==> src/rtl/pwm_multi.sv <==
// Multi-channel PWM with shared counter; register access answers one cycle after req, outputs lag counter by one cycle.
// Never stalls: gnt_o follows req_i and a request may be issued every cycle.
module pwm_multi #(
    parameter int NumChannels = 4,
    parameter int CntWidth    = 16
) (
    input  logic                   clk_i,
    input  logic                   rst_ni,
    input  logic                   req_i,
    output logic                   gnt_o,
    input  logic [31:0]            addr_i,
    input  logic                   we_i,
    input  logic [3:0]             be_i,
    input  logic [31:0]            wdata_i,
    output logic                   valid_o,
    output logic [31:0]            rdata_o,
    output logic                   err_o,
    output logic [NumChannels-1:0] cio_pwm_o,
    output logic [NumChannels-1:0] cio_pwm_en_o
);

    typedef enum logic {
        DirUp   = 1'b0,
        DirDown = 1'b1
    } dir_e;

    // Staging (bus-visible) registers
    logic                   en;
    logic                   ca_stg;
    logic [CntWidth-1:0]    period_stg;
    logic [NumChannels-1:0] ch_en;
    logic [NumChannels-1:0] invert;
    logic [CntWidth-1:0]    duty_stg [NumChannels];

    // Active copies used by the counter and comparators
    logic                   ca_act;
    logic [CntWidth-1:0]    period_act;
    logic [CntWidth-1:0]    duty_act [NumChannels];

    logic [CntWidth-1:0]    cnt, cnt_nxt;
    dir_e                   dir, dir_nxt;
    logic                   bnd;
    logic [CntWidth-1:0]    p_eff, pm1;
    logic [NumChannels-1:0] raw;

    logic [3:0]             offset;
    logic                   addr_ok;
    logic [NumChannels-1:0] duty_hit;
    logic [31:0]            rd_val;
    logic [31:0]            wr_val;
    logic                   wr;
    logic                   unused_bits;

    function automatic logic [31:0] merge_be(input logic [31:0] old_val,
                                             input logic [31:0] new_val,
                                             input logic [3:0]  be);
        logic [31:0] res;
        res = old_val;
        for (int b = 0; b < 4; b++) begin
            if (be[b]) res[8*b +: 8] = new_val[8*b +: 8];
        end
        return res;
    endfunction

    assign gnt_o       = req_i;
    assign offset      = addr_i[5:2];
    assign unused_bits = ^{addr_i[31:6], addr_i[1:0], wr_val};

    // Register decode; rd_val is also the current value merged with byte-enabled write data
    always_comb begin
        rd_val   = '0;
        addr_ok  = 1'b1;
        duty_hit = '0;
        case (offset)
            4'h0: rd_val = 32'({ca_stg, en});
            4'h1: rd_val = 32'(period_stg);
            4'h2: rd_val = 32'(ch_en);
            4'h3: rd_val = 32'(invert);
            4'h4: rd_val = 32'(cnt);
            default: begin
                addr_ok = 1'b0;
                for (int i = 0; i < NumChannels; i++) begin
                    if (offset == 4'(8 + i)) begin
                        addr_ok     = 1'b1;
                        duty_hit[i] = 1'b1;
                        rd_val      = 32'(duty_stg[i]);
                    end
                end
            end
        endcase
    end

    assign wr_val = merge_be(rd_val, wdata_i, be_i);
    assign wr     = req_i & we_i & addr_ok;

    always_ff @(posedge clk_i) begin
        if (!rst_ni) begin
            en         <= 1'b0;
            ca_stg     <= 1'b0;
            period_stg <= '0;
            ch_en      <= '0;
            invert     <= '0;
            for (int i = 0; i < NumChannels; i++) duty_stg[i] <= '0;
        end else if (wr) begin
            case (offset)
                4'h0: {ca_stg, en} <= wr_val[1:0];
                4'h1: period_stg   <= wr_val[CntWidth-1:0];
                4'h2: ch_en        <= wr_val[NumChannels-1:0];
                4'h3: invert       <= wr_val[NumChannels-1:0];
                default: begin
                    for (int i = 0; i < NumChannels; i++) begin
                        if (duty_hit[i]) duty_stg[i] <= wr_val[CntWidth-1:0];
                    end
                end
            endcase
        end
    end

    always_ff @(posedge clk_i) begin
        if (!rst_ni) begin
            valid_o <= 1'b0;
            err_o   <= 1'b0;
            rdata_o <= '0;
        end else begin
            valid_o <= req_i;
            err_o   <= req_i & ~addr_ok;
            rdata_o <= (req_i && !we_i && addr_ok) ? rd_val : '0;
        end
    end

    assign p_eff = (period_act == '0) ? CntWidth'(1) : period_act;
    assign pm1   = p_eff - CntWidth'(1);

    // Counter / direction state register
    always_ff @(posedge clk_i) begin
        if (!rst_ni) begin
            cnt <= '0;
            dir <= DirUp;
        end else begin
            cnt <= cnt_nxt;
            dir <= dir_nxt;
        end
    end

    // Next-state logic; bnd marks the cycle in which active copies reload
    always_comb begin
        cnt_nxt = cnt;
        dir_nxt = dir;
        bnd     = 1'b0;
        if (!en) begin
            cnt_nxt = '0;
            dir_nxt = DirUp;
        end else if (!ca_act) begin
            dir_nxt = DirUp;
            if (cnt >= pm1) begin
                bnd     = 1'b1;
                cnt_nxt = '0;
            end else begin
                cnt_nxt = cnt + CntWidth'(1);
            end
        end else if (dir == DirUp) begin
            if (cnt >= pm1) dir_nxt = DirDown;
            else            cnt_nxt = cnt + CntWidth'(1);
        end else begin
            if (cnt == '0) begin
                dir_nxt = DirUp;
                bnd     = 1'b1;
            end else begin
                cnt_nxt = cnt - CntWidth'(1);
            end
        end
        // A mode switch taking effect restarts the waveform from the bottom
        if (en && bnd && (ca_stg != ca_act)) begin
            cnt_nxt = '0;
            dir_nxt = DirUp;
        end
    end

    // Output logic: per-channel compare against the active duty
    always_comb begin
        raw = '0;
        for (int i = 0; i < NumChannels; i++) raw[i] = (cnt < duty_act[i]);
    end

    // Staging reads the pre-write value, so a write in the boundary cycle waits a period
    always_ff @(posedge clk_i) begin
        if (!rst_ni) begin
            ca_act     <= 1'b0;
            period_act <= '0;
            for (int i = 0; i < NumChannels; i++) duty_act[i] <= '0;
        end else if (!en || bnd) begin
            ca_act     <= ca_stg;
            period_act <= period_stg;
            for (int i = 0; i < NumChannels; i++) duty_act[i] <= duty_stg[i];
        end
    end

    always_ff @(posedge clk_i) begin
        if (!rst_ni) begin
            cio_pwm_o    <= '0;
            cio_pwm_en_o <= '0;
        end else begin
            cio_pwm_o    <= (raw ^ invert) & ch_en & {NumChannels{en}};
            cio_pwm_en_o <= ch_en & {NumChannels{en}};
        end
    end

endmodule

==> config.mk <==
export PLATFORM = sky130hd
export DESIGN_NAME = pwm_multi
export DESIGN_NICKNAME = d
export VERILOG_FILES = /design/src/rtl/pwm_multi.sv
export SDC_FILE = /design/constraint.sdc
export NUM_CORES = 1
export LEC_CHECK = 0
export CORE_MARGIN = 2
export CORE_UTILIZATION = 40
export DETAILED_ROUTE_END_ITERATION = 12
export GPL_ROUTABILITY_DRIVEN = 1
export PLACE_DENSITY = 0.68
export SLEW_MARGIN = 15
export SYNTH_ARGS = -nofsm -noshare
export SYNTH_HDL_FRONTEND = slang
export SYNTH_SLANG_ARGS = --single-unit
==> constraint.sdc <==
create_clock -name clk_i -period 8.7 [get_ports clk_i]
set_input_delay 0.87 -clock clk_i [delete_from_list [all_inputs] [get_ports clk_i]]
set_output_delay 0.87 -clock clk_i [all_outputs]
set_load 0.02 [all_outputs]
==> results of run 1 <==
==> registers in the layout, indices dropped and copies added (netlist names) <==
register      flops
cio_pwm_en_o      4
duty_stg         64
invert            4
en                1
rdata_o          16
ca_act            1
ch_en             4
cio_pwm_o         4
valid_o           1
ca_stg            1
dir               1
period_act       16
cnt              16
duty_act         64
err_o             1
period_stg       16
==> cell usage after synthesis, drive strengths merged, types with 9 or more instances <==
cell / count / area [sq um]
a21oi: 28 / 140
nand2: 104 / 390
mux2: 12 / 135
and2: 67 / 419
nand4: 20 / 125
nand3: 19 / 95.1
xnor2: 11 / 96.3
nor3: 19 / 105
ha: 80 / 1000
nor2b: 13 / 81.3
o21ai: 25 / 129
a31oi: 9 / 71.3
edfxtp: 128 / 3840
clkbuf: 43 / 169
nand2b: 14 / 87.6
nor4: 9 / 86.3
inv: 86 / 323
mux4: 17 / 383
dfxtp: 86 / 1720
o21a: 21 / 158
mux2i: 30 / 300
nor2: 118 / 443
o22ai: 15 / 93.8
a21o: 10 / 75.1
buf: 35 / 243
==> critical path, cell delays in order, from the launching register on <==
cell and delay (ps):
dfxtp_1 360, or3_4 410, or3_4 350, or4_4 460
nor4_4 410, nor2_1 120, ha_1 250, nand2_1 200
nor2_1 90, xnor2_1 130, ha_1 320, a21oi_1 170
a21boi_0 140, a311o_1 410, o21ai_2 600, a31oi_4 260
buf_4 330, and2_1 240
==> power by group <==
group | leakage (nW) | total, W | internal, W | switching (W)
registers | 2.12 | 0.00110 | 0.00109 | 0.00000992
logic | 2.62 | 0.000189 | 0.0000687 | 0.000120
clock network | 0.387 | 0.00103 | 0.000595 | 0.000436
==> stage by stage <==
stage / area [sq um] / total power (W) / utilization / cells / worst slack (ps)
floorplan: 11800 / 0.00125 / - / 1152 / 2520
global placement: 12500 / 0.00131 / 0.433 / 1525 / 3260
detailed placement: 12500 / 0.00131 / 0.433 / 1525 / 3170
CTS: 13300 / 0.00233 / 0.461 / 1569 / 3180
global route: 13300 / 0.00239 / 0.462 / 1570 / 2860
finish: 13300 / 0.00232 / 0.462 / 1570 / 3150
==> area by class of cell <==
| cell class | count | share of cell area |
|---|---|---|
| clock buffers | 30 | 0.0485 |
| flip-flops and latches | 214 | 0.419 |
| repair buffers | 68 | 0.0477 |
| inverters | 86 | 0.0243 |
| clock inverters | 14 | 0.0121 |
| well taps | 384 | 0.0361 |
| multi-input cells | 774 | 0.413 |
==> cells by family after synthesis <==
kind of cell | share of synthesized area
simple gates | 0.179
flops | 0.476
compound gates | 0.114
buf+inv | 0.0628
fa+ha+maj | 0.0856
mux | 0.0700
xor+xnor | 0.0127
other cells | 0.000321
==> path summary, 6_finish.rpt <==
kind	from	endpoint	cells after the start
hold / removal	period_act[5]	period_act[5]	2
setup / recovery	period_act[6]	duty_act[3][10]	17
setup reg to reg	period_act[6]	duty_act[3][10]	17
hold reg to reg	period_act[5]	period_act[5]	2
==> per-layer routing <==
layer | vias up | GRT usage | share of wire
met5 | - | 0 | 0
met4 | 0 | 0.0524 | 0.027
met3 | 52 | 0.0239 | 0.070
met2 | 339 | 0.329 | 0.47
met1 | 4259 | 0.278 | 0.43
li1 | 4118 | - | -
==> out/metrics.csv, run 1 <==
metric;value;unit
fmax;180;MHz
irDropWorstVdd;189;uV
reg2reg_setup_slack;3150;ps
diodes;0;
die_h;175;microns
grt_use_total;0.199;
ant_nets;0;
routed_wl;30500;microns
globalRouteOverflowTotal;0;
std_cell_rows;62;
cts.sinks;214;
fin_tns_setup;0;ps
drive_above_1_share;0.0877;
ctsHoldBuffers;0;
cp.required;8990;ps
period_minus_slack;5550;ps
die_area;30600;sq um
clk-insertion-delay-late;550;ps
vias;8768;
ys.warnings.count;0;
fillers;2638;
finalHoldViolations;0;
antenna_found_initial;0;
nets;1320;
setup_viol;0;
period_share;0.638;
slew_viol_final;0;
first_iter_violations;823;
netlist_instances;1137;
syn_area_per_cell;10.3;sq um
syn_area;11700;sq um
first_pass_iters;7;
core;28800;sq um
path_class;register to register;
cellPowerDensity;175;nW/um^2
cts_tree;built;
cts.clk_slew.worst_paths;60;ps
rsz0062_at_grt;false;
place_congestion;0.874;
min_path_type;register to register;
mostFrequentLayoutCells;128 x edfxtp_1, 118 x nor2_1, 104 x nand2_1;
synthArstFlopShare;0;
dp_hpwl;21300;microns
htreeDepth;1;
synth_edf_count;128;
ios;115;
drcViolationCount;0;
cts_buffers;24;
io_buffers;52;
crit_arrival;5840;ps
worstMarginPinSlew;1100;ps
post_drt_wl_per_cell;19.4;microns
layout_commonest_cell;edfxtp_1;
synth_cell_types;70;
maxCapViolations;0;
whs;480;ps
final-seq-area;5570;sq um
ys_seq_elements;214;
p_leak;5.12;nW
relSlewSlack;0.266;
critPathMaxFanout;56;
skew;24.9;ps
grt_max_degree;65;
cts_root_buf;clkbuf_16;
viasPerCell;5.58;
grt_pass1_wl;47600;microns
die_x;175;microns
clk_path_buf_depth;3;
cts_setup_buffers;0;
end_kind;register;
grt_pass1_vias;8444;
post_cts_resized;0;
multi_input_area;5490;sq um
synthFlopType;edfxtp_1;
start_kind;register;
syn_to_final_growth;13.7;%
start_util;0.406;
yosysSeqAreaShare;0.476;
status;finished, final reports clean;
(Power assumes the default switching activity.)
==> run 2: changes to the inputs <==
--- a/config.mk
+++ b/config.mk
@@ -9,7 +9,7 @@
 export CORE_UTILIZATION = 40
 export DETAILED_ROUTE_END_ITERATION = 12
 export GPL_ROUTABILITY_DRIVEN = 1
-export PLACE_DENSITY = 0.68
+export PLACE_DENSITY = 0.71
 export SLEW_MARGIN = 15
 export SYNTH_ARGS = -nofsm -noshare
 export SYNTH_HDL_FRONTEND = slang
==> constraint.sdc (replaced) <==
create_clock -name clk_i -period 4.8 [get_ports clk_i]
set_input_delay 0.48 -clock clk_i [delete_from_list [all_inputs] [get_ports clk_i]]
set_output_delay 0.48 -clock clk_i [all_outputs]
set_load 0.02 [all_outputs]
==> out/metrics.csv, run 2 (same netlist as run 1, synthesis figures left out) <==
metric;value;unit;change
core;28800;sq um;unchanged
grt_max_degree;65;;unchanged
cp-startpoint;period_act[7];;was period_act[6]
cp_slowest_stage_delay;460;ps;was 600 ps
path_class;register to register;;unchanged
worstMarginPinSlew;936;ps;was 1100 ps
routed_wl;30800;microns;was 30500 microns
period_minus_slack;4580;ps;was 5550 ps
cts_setup_buffers;0;;unchanged
start_kind;register;;unchanged
relSlewSlack;0.374;;was 0.266
clk-insertion-delay-late;550;ps;about the same
rsz0062_at_grt;false;;unchanged
io_buffers;52;;unchanged
power;0.00436;W;was 0.00232 W
grt_pass1_wl;48100;microns;was 47600 microns
std_cell_rows;62;;unchanged
nets;1333;;was 1320
setup_viol;0;;unchanged
place_congestion;0.878;;was 0.874
slew_viol_final;0;;unchanged
p_leak;5.25;nW;was 5.12 nW
fin_tns_setup;0;ps;unchanged
r2r_cells;17;;unchanged
whs;482;ps;was 480 ps
diodes;0;;unchanged
syn_to_final_growth;15.6;%;was 13.7%
crit_slowest_cell;or4_4;;was o21ai_2
mostFrequentLayoutCells;128 x edfxtp_1, 118 x nor2_1, 104 x nand2_1;;unchanged
first_iter_violations;901;;was 823
fmax;219;MHz;was 180 MHz
cellPowerDensity;322;nW/um^2;was 175 nW/um^2
path_delay_family;simple AND/OR/NAND/NOR gates;;unchanged
maxCapViolations;0;;unchanged
rr_endpoint;duty_act[0][9];;was duty_act[3][10]
dp_hpwl;22300;microns;was 21300 microns
crit_arrival;4880;ps;was 5840 ps
finalHoldViolations;0;;unchanged
drive_above_1_share;0.0976;;was 0.0877
crit_buf_inv;1;;unchanged
cts.sinks;214;;unchanged
die_h;175;microns;unchanged
drcViolationCount;0;;unchanged
die_x;175;microns;unchanged
crit_chain;or3_4, or3_4, or4_4, nor4_4, nor2_1, ha_1, nand2_1, nor2_1, xnor2_1, ha_1, a21oi_1, a21boi_0, a311o_1, o21ai_4, a31oi_4, buf_12, and2_1;;was or3_4, or3_4, or4_4, nor4_4, nor2_1, ha_1, nand2_1, nor2_1, xnor2_1, ha_1, a21oi_1, a21boi_0, a311o_1, o21ai_2, a31oi_4, buf_4, and2_1
period_share;0.953;;was 0.638
min_path_type;register to register;;unchanged
start_util;0.406;;unchanged
grt_use_total;0.202;;was 0.199
ios;115;;unchanged
post_cts_resized;0;;unchanged
critPathMaxFanout;64;;was 56
viasPerCell;5.62;;was 5.58
die_area;30600;sq um;unchanged
antenna_found_initial;0;;unchanged
skew;29.0;ps;was 24.9 ps
path_depth;17;;unchanged
cts_buffers;24;;unchanged
ctsHoldBuffers;0;;unchanged
cts.clk_slew.worst_paths;60;ps;about the same
cts_root_buf;clkbuf_16;;unchanged
ant_nets;0;;unchanged
end_kind;register;;unchanged
layout_commonest_cell;edfxtp_1;;unchanged
reg2reg_setup_slack;220;ps;was 3150 ps
first_pass_iters;6;;was 7
post_drt_wl_per_cell;19.5;microns;was 19.4 microns
clk_path_buf_depth;3;;unchanged
reg2reg_from;period_act[7];;was period_act[6]
top_regs;duty_act (64), duty_stg (64);;unchanged
endpoint;duty_act[0][9];;was duty_act[3][10]
cts_tree;built;;unchanged
status;finished, final reports clean;;unchanged
globalRouteOverflowTotal;0;;unchanged
grt_pass1_vias;8636;;was 8444
cp.required;5100;ps;was 8990 ps
irDropWorstVdd;252;uV;was 189 uV
vias;8901;;was 8768
htreeDepth;1;;unchanged
-- run 2: cell type report --
cell class | count | area (sq um)
Fill cell | 2589 | 15300
Sequential cell | 214 | 5570
Multi-Input combinational cell | 774 | 5490
Tap cell | 384 | 480
Clock inverter | 10 | 138
Inverter | 86 | 323
Clock buffer | 34 | 743
Timing Repair Buffer | 81 | 778
-- run 2: routing by layer --
layer  GRT usage  vias to the layer above  wire length [microns]  share of wire
met5           0                        -                      0              0
met2       0.330                      394                  14500           0.47
met4      0.0726                        0                    991          0.032
li1            -                     4144                      -              -
met1       0.276                     4302                  12900           0.42
met3      0.0268                       61                   2430          0.079
-- run 2: worst register-to-register path, stage by stage, from the launching register on --
cell	delay [ps]
dfxtp_1	340
or3_4	380
or3_4	350
or4_4	460
nor4_4	170
nor2_1	100
ha_1	230
nand2_1	180
nor2_1	70
xnor2_1	130
ha_1	330
a21oi_1	150
a21boi_0	130
a311o_1	440
o21ai_4	260
a31oi_4	130
buf_12	200
and2_1	280
-- run 2: how the worst min path moves through the flow --
stage,from,to,cells past startpoint
after global placement,period_stg[12],period_act[12],2
after global routing,period_stg[12],period_act[12],2
after floorplan,period_stg[10],period_act[10],2
after CTS,period_stg[12],period_act[12],2
final,period_stg[12],period_act[12],2
after detailed placement,period_stg[12],period_act[12],2
-- run 2: through the flow --
stage | cells | util | area [sq um] | worst slack (ps)
finish | 1583 | 0.470 | 13500 | 224
global route | 1583 | 0.470 | 13500 | 24.9
CTS | 1583 | 0.469 | 13500 | 41.2
detailed placement | 1539 | 0.438 | 12600 | 75.5
global placement | 1539 | 0.438 | 12600 | 126
floorplan | 1152 | - | 11800 | 47.9
-- run 2: power by group --
part,internal [W],switching (W)
clock network,0.00120,0.000786
logic,0.000142,0.000227
registers,0.00198,0.0000180
total,0.00333,0.00103
==> variant 1 (settings of run 1) <==
Take the reset off `rdata_o` and load it in a clocked block of its own.
--- a/src/rtl/pwm_multi.sv
+++ b/src/rtl/pwm_multi.sv
@@ -120,12 +120,14 @@
         if (!rst_ni) begin
             valid_o <= 1'b0;
             err_o   <= 1'b0;
-            rdata_o <= '0;
         end else begin
             valid_o <= req_i;
             err_o   <= req_i & ~addr_ok;
-            rdata_o <= (req_i && !we_i && addr_ok) ? rd_val : '0;
-        end
+        end
+    end
+
+    always_ff @(posedge clk_i) begin
+        rdata_o <= (req_i && !we_i && addr_ok) ? rd_val : '0;
     end
 
     assign p_eff = (period_act == '0) ? CntWidth'(1) : period_act;
Formal check against the unedited RTL: differs if rst_ni is asserted again (counterexample within 4 cycles, from zero or initial values and one cycle with rst_ni low); with rst_ni held inactive, the same outputs for 4 cycles.
==> variant 1 against run 1 <==
Global-route usage shrank 0.51 points. Combinational power decreased by 3%. Wire length is 2.3% lower. Worst setup slack lost 0.12 ns. Final area shrank 0.33%. Sequential cell count unchanged. Via count is 0.62% lower. Utilization rose by 0.098 points. Synthesized area is 0.74% lower. Power is 3.6% higher. Largest cell class unchanged.
==> variant 1: results (changes against run 1) <==
pre-CTS WS: 3.13 ns (-0.0379 ns)
GRT Resource Usage Total: 0.194 (-0.00509)
reg2reg start: period_act[9]
final std cells w/o fill: 1,594 (+1.5%)
NetSw: 0.565 mW (-0.22%)
Comb power frac: 0.076 (-0.005)
Placed Area: 12,400 um2 (-0.79%)
most numerous cell in the Yosys netlist: nor2_1
Iter 0 DRT Violations: 827 (+0.49%)
HPWL Detailed: 21,000 um (-1.3%)
Fillers: 2,655 (+0.64%)
number of global-route vias before repair: 8,433 (-0.13%)
crit path DAT: 5.81 ns (-0.03 ns)
Post-Syn Instances: 1,152 (+1.3%)
r2r setup slk: 3.03 ns (-0.12 ns)
register area share after synthesis: 0.479 (+0.00354)
largest registers: duty_act x64, duty_stg x64
reg2reg end: duty_act[3][0]
first-pass GRT wire length: 46,400 um (-2.4%)
worst skew pair latency: 0.53 ns (-0.02 ns)
Post-Route WL: 29,800 um (-2.3%)
VDD IR max: 133 uV (-29%)
worst r2r path cells: 19 (+2)
sequential power share: 0.459 (-0.016)
DP Cell Count: 1,549 (+1.6%)
status: finished clean
Area contributors post-synth: edfxtp_1 (33%), dfxtp_1 (15%), ha_1 (8.6%)
Hold EP: period_stg[0]
setup bufs post-CTS: 0 (unchanged)
synth cell count leaders: nor2_1 (129), edfxtp_1 (128), dfxtp_1 (86)
met3 GRT Util: 0.0271 (+0.00319)
Final Skew: 0.0159 ns (-0.00896 ns)
largest net degree at the start of global routing: 82 (+26%)
initial antenna violation count: 0 (unchanged)
final RePlAce weighted congestion: 0.885 (+1.4%)
peak per-stage delay on the critical path: 0.65 ns (+0.05 ns)
share of layout cells above drive strength 1: 0.0686 (-0.0191)
IO Port Bufs: 52 (unchanged)
Max Clk Rate: 176 MHz (-2.2%)
Min Hold Slack: 0.480 ns (+0.000193 ns)
# nets final: 1,344 (+1.8%)
TritonCTS buffer count: 25 (+4.2%)
leakage power: 5.21 nW (+1.7%)
grt met1 use: 0.263 (-0.0148)
Crit-path slowest cell: buf_4
measured slew at the worst slew-check pin: 1.10 ns (-0.00000256 ns)
vias per inst: 5.47 (-2.1%)
Ys Warns: 0 (unchanged)
GR Layer Usage met2: 0.321 (-0.00861)
main flop type after synthesis: edfxtp_1
[variant 1: cell types whose count changed in the layout (fill, tap and decap cells not counted), moves of 11 or more]
cell and change:
a21oi_1 +18, a221o_1 +12, a22o_1 +16, and2_1 +15
inv_1 -11, mux4_2 -14, nand2_1 -20, nor2_1 +11
o21a_1 -14, o21ai_0 +31
[variant 1: worst max-delay path, delay by kind of cell, from the launching register on]
family | cells | cell delay (ns)
buffers and inverters | 3 | 0.93
xor gates and xnor gates | 1 | 0.15
adders and majority gates | 2 | 0.55
DFF | 1 | 0.36
and+or+nand+nor | 11 | 2.98
AOI/OAI and AO/OA | 2 | 0.22
[variant 1: per-layer routing]
layer / wire (um) / up-vias
met4: 930 / 0
met2: 13800 / 362
met3: 2230 / 67
met5: 0 / -
li1: - / 4178
met1: 12800 / 4107
[variant 1: cell type report]
type | count | area [um2] | share of cell area
Sequential cell | 214 | 5570 | 0.420
Inverter | 77 | 289 | 0.0218
Multi-Input combinational cell | 805 | 5390 | 0.407
Tap cell | 384 | 480 | 0.0363
Timing Repair Buffer | 69 | 643 | 0.0485
Clock buffer | 26 | 639 | 0.0482
Clock inverter | 19 | 241 | 0.0182
[variant 1: cells by family (layout without fill, tap and decap cells)]
family / after synthesis / in the layout / share of synthesized area
fa+ha+maj: 80 / 80 / 0.0862
compound gates: 236 / 236 / 0.140
flops: 214 / 214 / 0.479
xor+xnor: 17 / 17 / 0.0128
other cells: 1 / 16 / 0.000323
simple gates: 412 / 412 / 0.179
mux: 44 / 44 / 0.0415
buf+inv: 148 / 191 / 0.0614
==> variant 2 (flow settings as in run 1) <==
Without the edit above. `NumChannels`: 4 -> 2.
--- a/src/rtl/pwm_multi.sv
+++ b/src/rtl/pwm_multi.sv
@@ -1,7 +1,7 @@
 // Multi-channel PWM with shared counter; register access answers one cycle after req, outputs lag counter by one cycle.
 // Never stalls: gnt_o follows req_i and a request may be issued every cycle.
 module pwm_multi #(
-    parameter int NumChannels = 4,
+    parameter int NumChannels = 2,
     parameter int CntWidth    = 16
 ) (
     input  logic                   clk_i,
Interface: changed (resized cio_pwm_en_o and cio_pwm_o); port bits go from 115 to 111. The function was not compared with the original's and may differ.
==> variant 2 against run 1 <==
Die area fell by 34%. Hold slack improved by 0.023 ns. Sequential cell count fell by 72. Synthesized area fell by 34%. Worst setup slack got worse by 0.16 ns. Power fell by 35%. Final area fell by 34%. Wire length fell by 42%. Non-clock buffer count fell by 13. Critical path type unchanged. Critical endpoint is now duty_act[0][0].
==> variant 2: results (changes against run 1) <==
Min Hold Slack: 0.502 ns (+0.0227 ns)
largest net degree at the start of global routing: 49 (-25%)
vias per inst: 5.43 (-2.8%)
status: finished clean
H-tree depth: 4 (+3)
leakage power: 3.41 nW (-33%)
final RePlAce weighted congestion: 0.895 (+2.4%)
peak per-stage delay on the critical path: 0.88 ns (+0.28 ns)
reg2reg start: period_act[9]
Hold EP: period_act[1]
Area contributors post-synth: edfxtp_1 (25%), dfxtp_1 (20%), ha_1 (8.2%)
register area share after synthesis: 0.454 (-0.0215)
pre-CTS WS: 2.87 ns (-0.301 ns)
GR Layer Usage met2: 0.291 (-0.0379)
reg2reg end: duty_act[0][0]
largest registers: duty_act x32, duty_stg x32
number of global-route vias before repair: 5,730 (-32%)
worst skew pair latency: 0.42 ns (-0.13 ns)
clock buffer depth: 2 (-1)
share of layout cells above drive strength 1: 0.0605 (-0.0272)
final std cells w/o fill: 1,077 (-31%)
grt met1 use: 0.243 (-0.0350)
DP Cell Count: 1,045 (-31%)
Fillers: 1,735 (-34%)
crit path DAT: 5.54 ns (-0.30 ns)
Placed Area: 8240 um2 (-34%)
NetSw: 0.390 mW (-31%)
post-synthesis cell type count: 65 (-7.1%)
HP Start: period_stg[1]
GRT Resource Usage Total: 0.181 (-0.0182)
IO Port Bufs: 48 (-7.7%)
Post-Route WL: 17,600 um (-42%)
HPWL Detailed: 13,000 um (-39%)
hold depth: 1 (-1)
Crit-path slowest cell: clkinv_1
Iter 0 DRT Violations: 371 (-55%)
measured slew at the worst slew-check pin: 1.08 ns (-0.0113 ns)
drt first pass iters: 5 (-2)
VDD IR max: 132 uV (-30%)
number of flops mapped to enable cells by yosys: 64 (-50%)
# nets final: 952 (-28%)
main flop type after synthesis: dfxtp_1
## variant 2: worst max path at each step
stage	from	endpoint	slack, ns	cells after the start
6_report	period_act[9]	duty_act[0][0]	2.99	17
3_5_place_dp	period_act[9]	duty_act[0][0]	2.87	18
2_1_floorplan	period_act[9]	duty_act[0][0]	3.45	18
3_3_place_gp	period_act[9]	duty_act[0][0]	2.88	18
5_1_grt	period_act[9]	duty_act[0][0]	2.59	17
4_1_cts	period_act[9]	duty_act[0][31]	2.83	18
## variant 2: cell type report
class / count / area, um2 / share of cell area
Multi-Input combinational cell: 570 / 3770 / 0.428
Inverter: 44 / 165 / 0.0188
Clock buffer: 18 / 429 / 0.0488
Timing Repair Buffer: 55 / 533 / 0.0606
Sequential cell: 142 / 3480 / 0.396
Clock inverter: 14 / 121 / 0.0138
Tap cell: 234 / 293 / 0.0333
## variant 2: per-layer routing
layer  routed length, um  up-vias
met2                8190      131
met5                   0        -
met4                 371        0
met1                8460     2777
li1                    -     2915
met3                 601       26
## variant 2: worst max-delay path: cells and delay by family (launching register included)
family	cells	cell delay, ns
AND/OR/NAND/NOR	10	2.45
buffers and inverters	2	1.13
AO/OA/AOI/OAI	2	0.54
adder cells (fa/ha/maj)	2	0.50
flip-flops	1	0.36
XOR/XNOR	1	0.13
## variant 2: logic make-up after synthesis
logic type               count (synthesis)  share of synthesized area
AO/OA/AOI/OAI                          204                      0.171
XOR/XNOR                                15                     0.0171
adder cells (fa/ha/maj)                 50                     0.0816
buffers and inverters                  102                     0.0618
flip-flops                             142                      0.454
multiplexers                            21                     0.0281
other                                    1                   0.000489
AND/OR/NAND/NOR                        264                      0.186
## variant 2: power by group through the flow
stage / sequential, mW / combinational (mW) / clock (mW)
floorplan: 0.729 / 0.0891 / 0
global placement: 0.730 / 0.118 / 0
detailed placement: 0.730 / 0.120 / 0
CTS: 0.716 / 0.120 / 0.697
global route: 0.717 / 0.134 / 0.728
finish: 0.716 / 0.121 / 0.686
